## src/rtl/teclado_atm.sv

```systemverilog
// Keypad front-end for the ATM controller: debounces raw key presses, emits PIN
// digit strobes, and accumulates decimal amount digits into a binary MONTO.
module teclado_atm #(
  parameter int unsigned DEBOUNCE_CICLOS   = 4,
  parameter int unsigned MAX_DIGITOS_MONTO = 9
) (
  input  logic        CLK,
  input  logic        RESET,
  input  logic        TECLA_PRESIONADA,
  input  logic [3:0]  TECLA,
  input  logic        MODO_MONTO,
  output logic        DIGITO_STB,
  output logic [3:0]  DIGITO,
  output logic        MONTO_STB,
  output logic [31:0] MONTO,
  output logic        DESBORDE
);

  localparam int unsigned CW = $clog2(DEBOUNCE_CICLOS + 1);
  localparam int unsigned NW = $clog2(MAX_DIGITOS_MONTO + 1);
  localparam logic [CW-1:0] CNT_ULT  = CW'(DEBOUNCE_CICLOS - 1);
  localparam logic [NW-1:0] NUM_MAX  = NW'(MAX_DIGITOS_MONTO);
  localparam logic [3:0]    K_ENTER  = 4'hA;
  localparam logic [3:0]    K_BORRAR = 4'hB;

  typedef enum logic [1:0] {ESPERA, FILTRO, ACEPTADA, LIBERA} estado_t;

  estado_t        estado;
  logic [CW-1:0]  cnt;
  logic [3:0]     tecla_q;
  logic           modo_q;
  logic [31:0]    acc;
  logic [NW-1:0]  num;

  logic           cambio_modo;
  logic           evento;
  logic           es_digito;
  logic [31:0]    acc_base;
  logic [31:0]    acc_sig;
  logic [NW-1:0]  num_base;

  // A mode change clears the accumulator on the same edge an event may use it.
  always_comb begin
    cambio_modo = (MODO_MONTO != modo_q);
    acc_base    = cambio_modo ? '0 : acc;
    num_base    = cambio_modo ? '0 : num;
    evento      = (estado == FILTRO) && TECLA_PRESIONADA &&
                  (TECLA == tecla_q) && (cnt == CNT_ULT);
    es_digito   = (tecla_q <= 4'd9);
    acc_sig     = (acc_base << 3) + (acc_base << 1) + {28'd0, tecla_q};
  end

  always_ff @(posedge CLK) begin
    if (!RESET) begin
      estado     <= ESPERA;
      cnt        <= '0;
      tecla_q    <= '0;
      modo_q     <= 1'b0;
      acc        <= '0;
      num        <= '0;
      DIGITO_STB <= 1'b0;
      DIGITO     <= '0;
      MONTO_STB  <= 1'b0;
      MONTO      <= '0;
      DESBORDE   <= 1'b0;
    end else begin
      DIGITO_STB <= 1'b0;
      MONTO_STB  <= 1'b0;
      DESBORDE   <= 1'b0;
      modo_q     <= MODO_MONTO;
      acc        <= acc_base;
      num        <= num_base;

      case (estado)
        ESPERA: begin
          if (TECLA_PRESIONADA) begin
            estado  <= FILTRO;
            tecla_q <= TECLA;
            cnt     <= CW'(1);
          end
        end
        FILTRO: begin
          if (!TECLA_PRESIONADA) begin
            estado <= ESPERA;
          end else if (TECLA != tecla_q) begin
            tecla_q <= TECLA;
            cnt     <= CW'(1);
          end else if (cnt == CNT_ULT) begin
            estado <= ACEPTADA;
          end else begin
            cnt <= cnt + 1'b1;
          end
        end
        ACEPTADA: begin
          if (!TECLA_PRESIONADA) begin
            estado <= LIBERA;
            cnt    <= CW'(1);
          end
        end
        LIBERA: begin
          if (TECLA_PRESIONADA) begin
            estado <= ACEPTADA;
          end else if (cnt == CNT_ULT) begin
            estado <= ESPERA;
          end else begin
            cnt <= cnt + 1'b1;
          end
        end
        default: estado <= ESPERA;
      endcase

      // Accepted key: PIN mode forwards digits, amount mode edits the accumulator.
      if (evento) begin
        if (!MODO_MONTO) begin
          if (es_digito) begin
            DIGITO     <= tecla_q;
            DIGITO_STB <= 1'b1;
          end
        end else if (es_digito) begin
          if (num_base == NUM_MAX) begin
            DESBORDE <= 1'b1;
          end else begin
            acc <= acc_sig;
            num <= num_base + 1'b1;
          end
        end else if (tecla_q == K_ENTER) begin
          if (num_base != '0) begin
            MONTO     <= acc_base;
            MONTO_STB <= 1'b1;
            acc       <= '0;
            num       <= '0;
          end
        end else if (tecla_q == K_BORRAR) begin
          acc <= '0;
          num <= '0;
        end
      end
    end
  end

endmodule

```

## config.mk

```make
export PLATFORM = sky130hd
export DESIGN_NAME = teclado_atm
export DESIGN_NICKNAME = d
export VERILOG_FILES = /design/src/rtl/teclado_atm.sv
export SDC_FILE = /design/constraint.sdc
export NUM_CORES = 1
export LEC_CHECK = 0
export ABC_CLOCK_PERIOD_IN_PS = 5100
export BUFFER_PORTS_ARGS = -buffer_cell sky130_fd_sc_hd__buf_2
export CAP_MARGIN = 20
export CORE_AREA = 2 2 102 104
export CTS_BUF_LIST = sky130_fd_sc_hd__clkbuf_2
export CTS_CLUSTER_DIAMETER = 100
export DETAILED_ROUTE_END_ITERATION = 7
export DIE_AREA = 0 0 104 106
export PLACE_DENSITY = 0.77
export SETUP_SLACK_MARGIN = 0.02
export SYNTH_ARGS = -nofsm -noshare
export SYNTH_HDL_FRONTEND = slang
export SYNTH_SLANG_ARGS = --single-unit
```

## constraint.sdc

```tcl
create_clock -name CLK -period 5.1 [get_ports CLK]
set_input_delay 1.53 -clock CLK [delete_from_list [all_inputs] [get_ports CLK]]
set_output_delay 1.53 -clock CLK [all_outputs]
set_load 0.02 [all_outputs]
```

==> out/results.tsv <==
stage	metric	value	unit
power	fin_total_pwr	0.00118	W
setup_path	end_kind	register	
floorplan	dieHeight	106	microns
final_layout	finalNetCount	793	
final_layout	diodes	0	
route	drc_errors	0	
sta	worst_pin_slew	0.943	ns
placed_design	dpl_worst_slack	0.0798	ns
sta	slew_viol_final	0	
route	vias	4950	
setup_path	startpoint_type	input pin	
route	drt_iter0_drc	245	
global_routing	gr-total-overflow	0	
global_routing	grt_max_degree	34	
synth	syn_avg_cell_area	7.97	sq um
global_routing	antenna_found_initial	0	
sta	fmax	227	MHz
worst_hold_path	worstHoldPathType	register to register	
placed_design	placed_cells	846	
synth	synthCells	682	
global_routing	grt_pass1_wl	23000	microns
synth	yosysWarnings	0	
floorplan	num_rows	37	
global_routing	grt_usage	25.8	%
clock_tree	ctsResizeCount	0	
clock_tree	clock-sinks	85	
clock_tree	clockBufferDepth	2	
sta	setup_viol_count_final	0	
route	ant_nets	0	
route	routed_wl	13700	microns
setup_path	arrival	4.93	ns
final_layout	filler_cell_count	965	
synth	ys_ff_latch	85	
synth	synth_area	5430	sq um
synth	synth_cell_types	60	
synth	synth_edf_count	0	
sta	relSlewSlack	36.7	%
run	maxCapViolCount	0	
setup_path	r2r_start	modo_q	
sta	fin_ws	0.699	ns
floorplan	die-area	11000	sq um
run_status	status	finished clean	
sta	rsz0062_at_grt	no	
setup_path	timing.reg2reg.setup_slack	1.30	ns
floorplan	design.portCount	47	
setup_path	r2r_cells	14	
placed_design	io_buffer_count	46	
synth	synth_area_leaders	dfxtp_1, ha_1, nand2_1	
sta	setup_tns	0	ns
clock_tree	htree_levels	3	
final_layout	post-route-util	59.7	%
clock_tree	cts_made_buffers	9	
final_layout	layout-drive-gt1-share	13.5	%
power	ir_drop	0.104	mV
placed_design	routabilityCongestion	0.974	
clock_tree	clkTransAtPathRegs	0.26	ns
setup_path	cp-endpoint	acc[30]	
setup_path	cp-startpoint	MODO_MONTO	
final_layout	area_delta_synth_final	9.95	%
setup_path	crit_type	input pin to register	
power	p_per_area	198	nW/um^2
sta	fin_skew	0.0388	ns
clock_tree	clk_latency	0.63	ns
final_layout	final_cells	862	
floorplan	core	10000	sq um
setup_path	timing.rr.end	acc[30]	
power	leakagePower	2.87	nW
floorplan	die-width	104	microns
sta	hold_violations	0	
clock_tree	cts_setup_buffers	0	
synth	yosys.area.top_type	dfxtp_1	
route	drtPass1Iterations	4	
clock_tree	cts_tree	yes	
route	detail_route.wl_per_cell	15.9	microns
placed_design	dp_hpwl	10100	microns
synth	synth_nets	754	
clock_tree	cts_root_buf	clkbuf_2	
synth	yosysSeqAreaShare	31.3	%
global_routing	grt_pass1_vias	4720	
clock_tree	postCtsHoldBufs	0	
synth	synth_top_area_share	31.3	%
synth	async_flop_share	0	%
sta	fin_crit	4.40	ns
synth	ys.flop_type	dfxtp_1	
route	via_per_inst	5.74	
floorplan	initial_core_util	54.3	%
sta	min_period_over_period	86.3	%
setup_path	cp_max_fo	10	
setup_path	crit_required	5.62	ns
-- layer usage --
layer  track usage, %  part of all wire (%)
met4             10.5                   2.1
met5                0                     0
met3             2.88                   4.5
met1             34.9                    47
met2             42.0                    47
-- critical path: stages --
cell and delay [ns]:
buf_2 0.12, xnor2_2 0.17, buf_4 0.19, and2_1 0.21
ha_1 0.31, inv_1 0.06, fa_1 0.45, nand2b_1 0.18
a21oi_1 0.18, o21ai_0 0.17, o21ai_1 0.21, a31oi_1 0.18
o21ai_1 0.21, xor2_1 0.24, o21ai_0 0.10, a2111oi_0 0.41
-- stage by stage --
step	cell area [sq um]	hold slack [ns]
global placement	5830	0.436
floorplan	5440	0.429
finish	5970	0.463
detailed placement	5830	0.444
global route	5970	0.490
CTS	5970	0.467
-- synth_stat cells (all sizes together), types with 8 or more instances --
master / number
xnor2: 21
and2: 20
nand4: 9
clkbuf: 28
nor2: 54
nand2: 113
ha: 63
inv: 23
a21oi: 79
a31oi: 12
nand3: 17
o21ai: 27
dfxtp: 85
a211oi: 8
a22oi: 9
a21o: 14
xor2: 16
-- power breakdown --
group          internal, W   total, W  switching, W  leakage, nW
Sequential        0.000670   0.000677    0.00000652        0.686
Clock             0.000170   0.000442      0.000272       0.0888
Combinational    0.0000188  0.0000626     0.0000438         2.10
-- cells in the final DEF (no fill, tap or decap), types with 6 or more instances in the layout --
cell | synthesis | layout
a211oi_1 | 7 | 7
a21o_1 | 14 | 14
a21oi_1 | 79 | 79
a22oi_1 | 9 | 9
a31oi_1 | 12 | 12
and2_1 | 20 | 20
buf_2 | 1 | 46
buf_4 | 1 | 15
clkbuf_2 | 0 | 9
dfxtp_1 | 85 | 85
ha_1 | 63 | 63
inv_1 | 21 | 21
nand2_1 | 113 | 113
nand2b_1 | 7 | 7
nand3_1 | 16 | 16
nand4_1 | 8 | 8
nor2_1 | 53 | 52
nor3_1 | 7 | 7
o211ai_1 | 6 | 6
o21ai_0 | 22 | 22
xnor2_1 | 19 | 18
xor2_1 | 16 | 16
-- worst min path at each step --
stage	startpoint	to	slack, ns	depth (start not counted)
global route	MONTO[14]	MONTO[14]	0.49	2
detailed placement	MONTO[28]	MONTO[28]	0.44	2
floorplan	cnt[2]	cnt[2]	0.43	2
global placement	MONTO[8]	MONTO[8]	0.44	2
CTS	MONTO[28]	MONTO[28]	0.47	2
finish	MONTO[28]	MONTO[28]	0.46	2
-- state kept, by name, summed over array words and instances (netlist names), named ones only --
| name | count |
|---|---|
| estado | 1 |
| DESBORDE | 1 |
| MONTO | 32 |
| cnt | 3 |
| DIGITO_STB | 1 |
| acc | 32 |
| DIGITO | 4 |
| tecla_q | 4 |
| modo_q | 1 |
| num | 4 |
| MONTO_STB | 1 |
-- area by class of cell --
type / instances / area (sq um) / share of cell area [%]
repair buffers: 61 / 343 / 5.74
clock buffers: 9 / 45.0 / 0.754
inverters: 23 / 86.3 / 1.45
clock inverters: 7 / 103 / 1.72
multi-input cells: 541 / 3530 / 59.0
well taps: 136 / 170 / 2.85
flip-flops and latches: 85 / 1700 / 28.5
-- cells by family after synthesis --
kind of cell	Yosys count	synth area share [%]
AND/OR/NAND/NOR	251	21.4
AO/OA/AOI/OAI	184	21.1
flip-flops	85	31.3
adder cells (fa/ha/maj)	64	14.9
buffers and inverters	56	4.10
XOR/XNOR	37	6.24
multiplexers	5	0.921
Note: power is estimated with default switching activity, not from simulation.
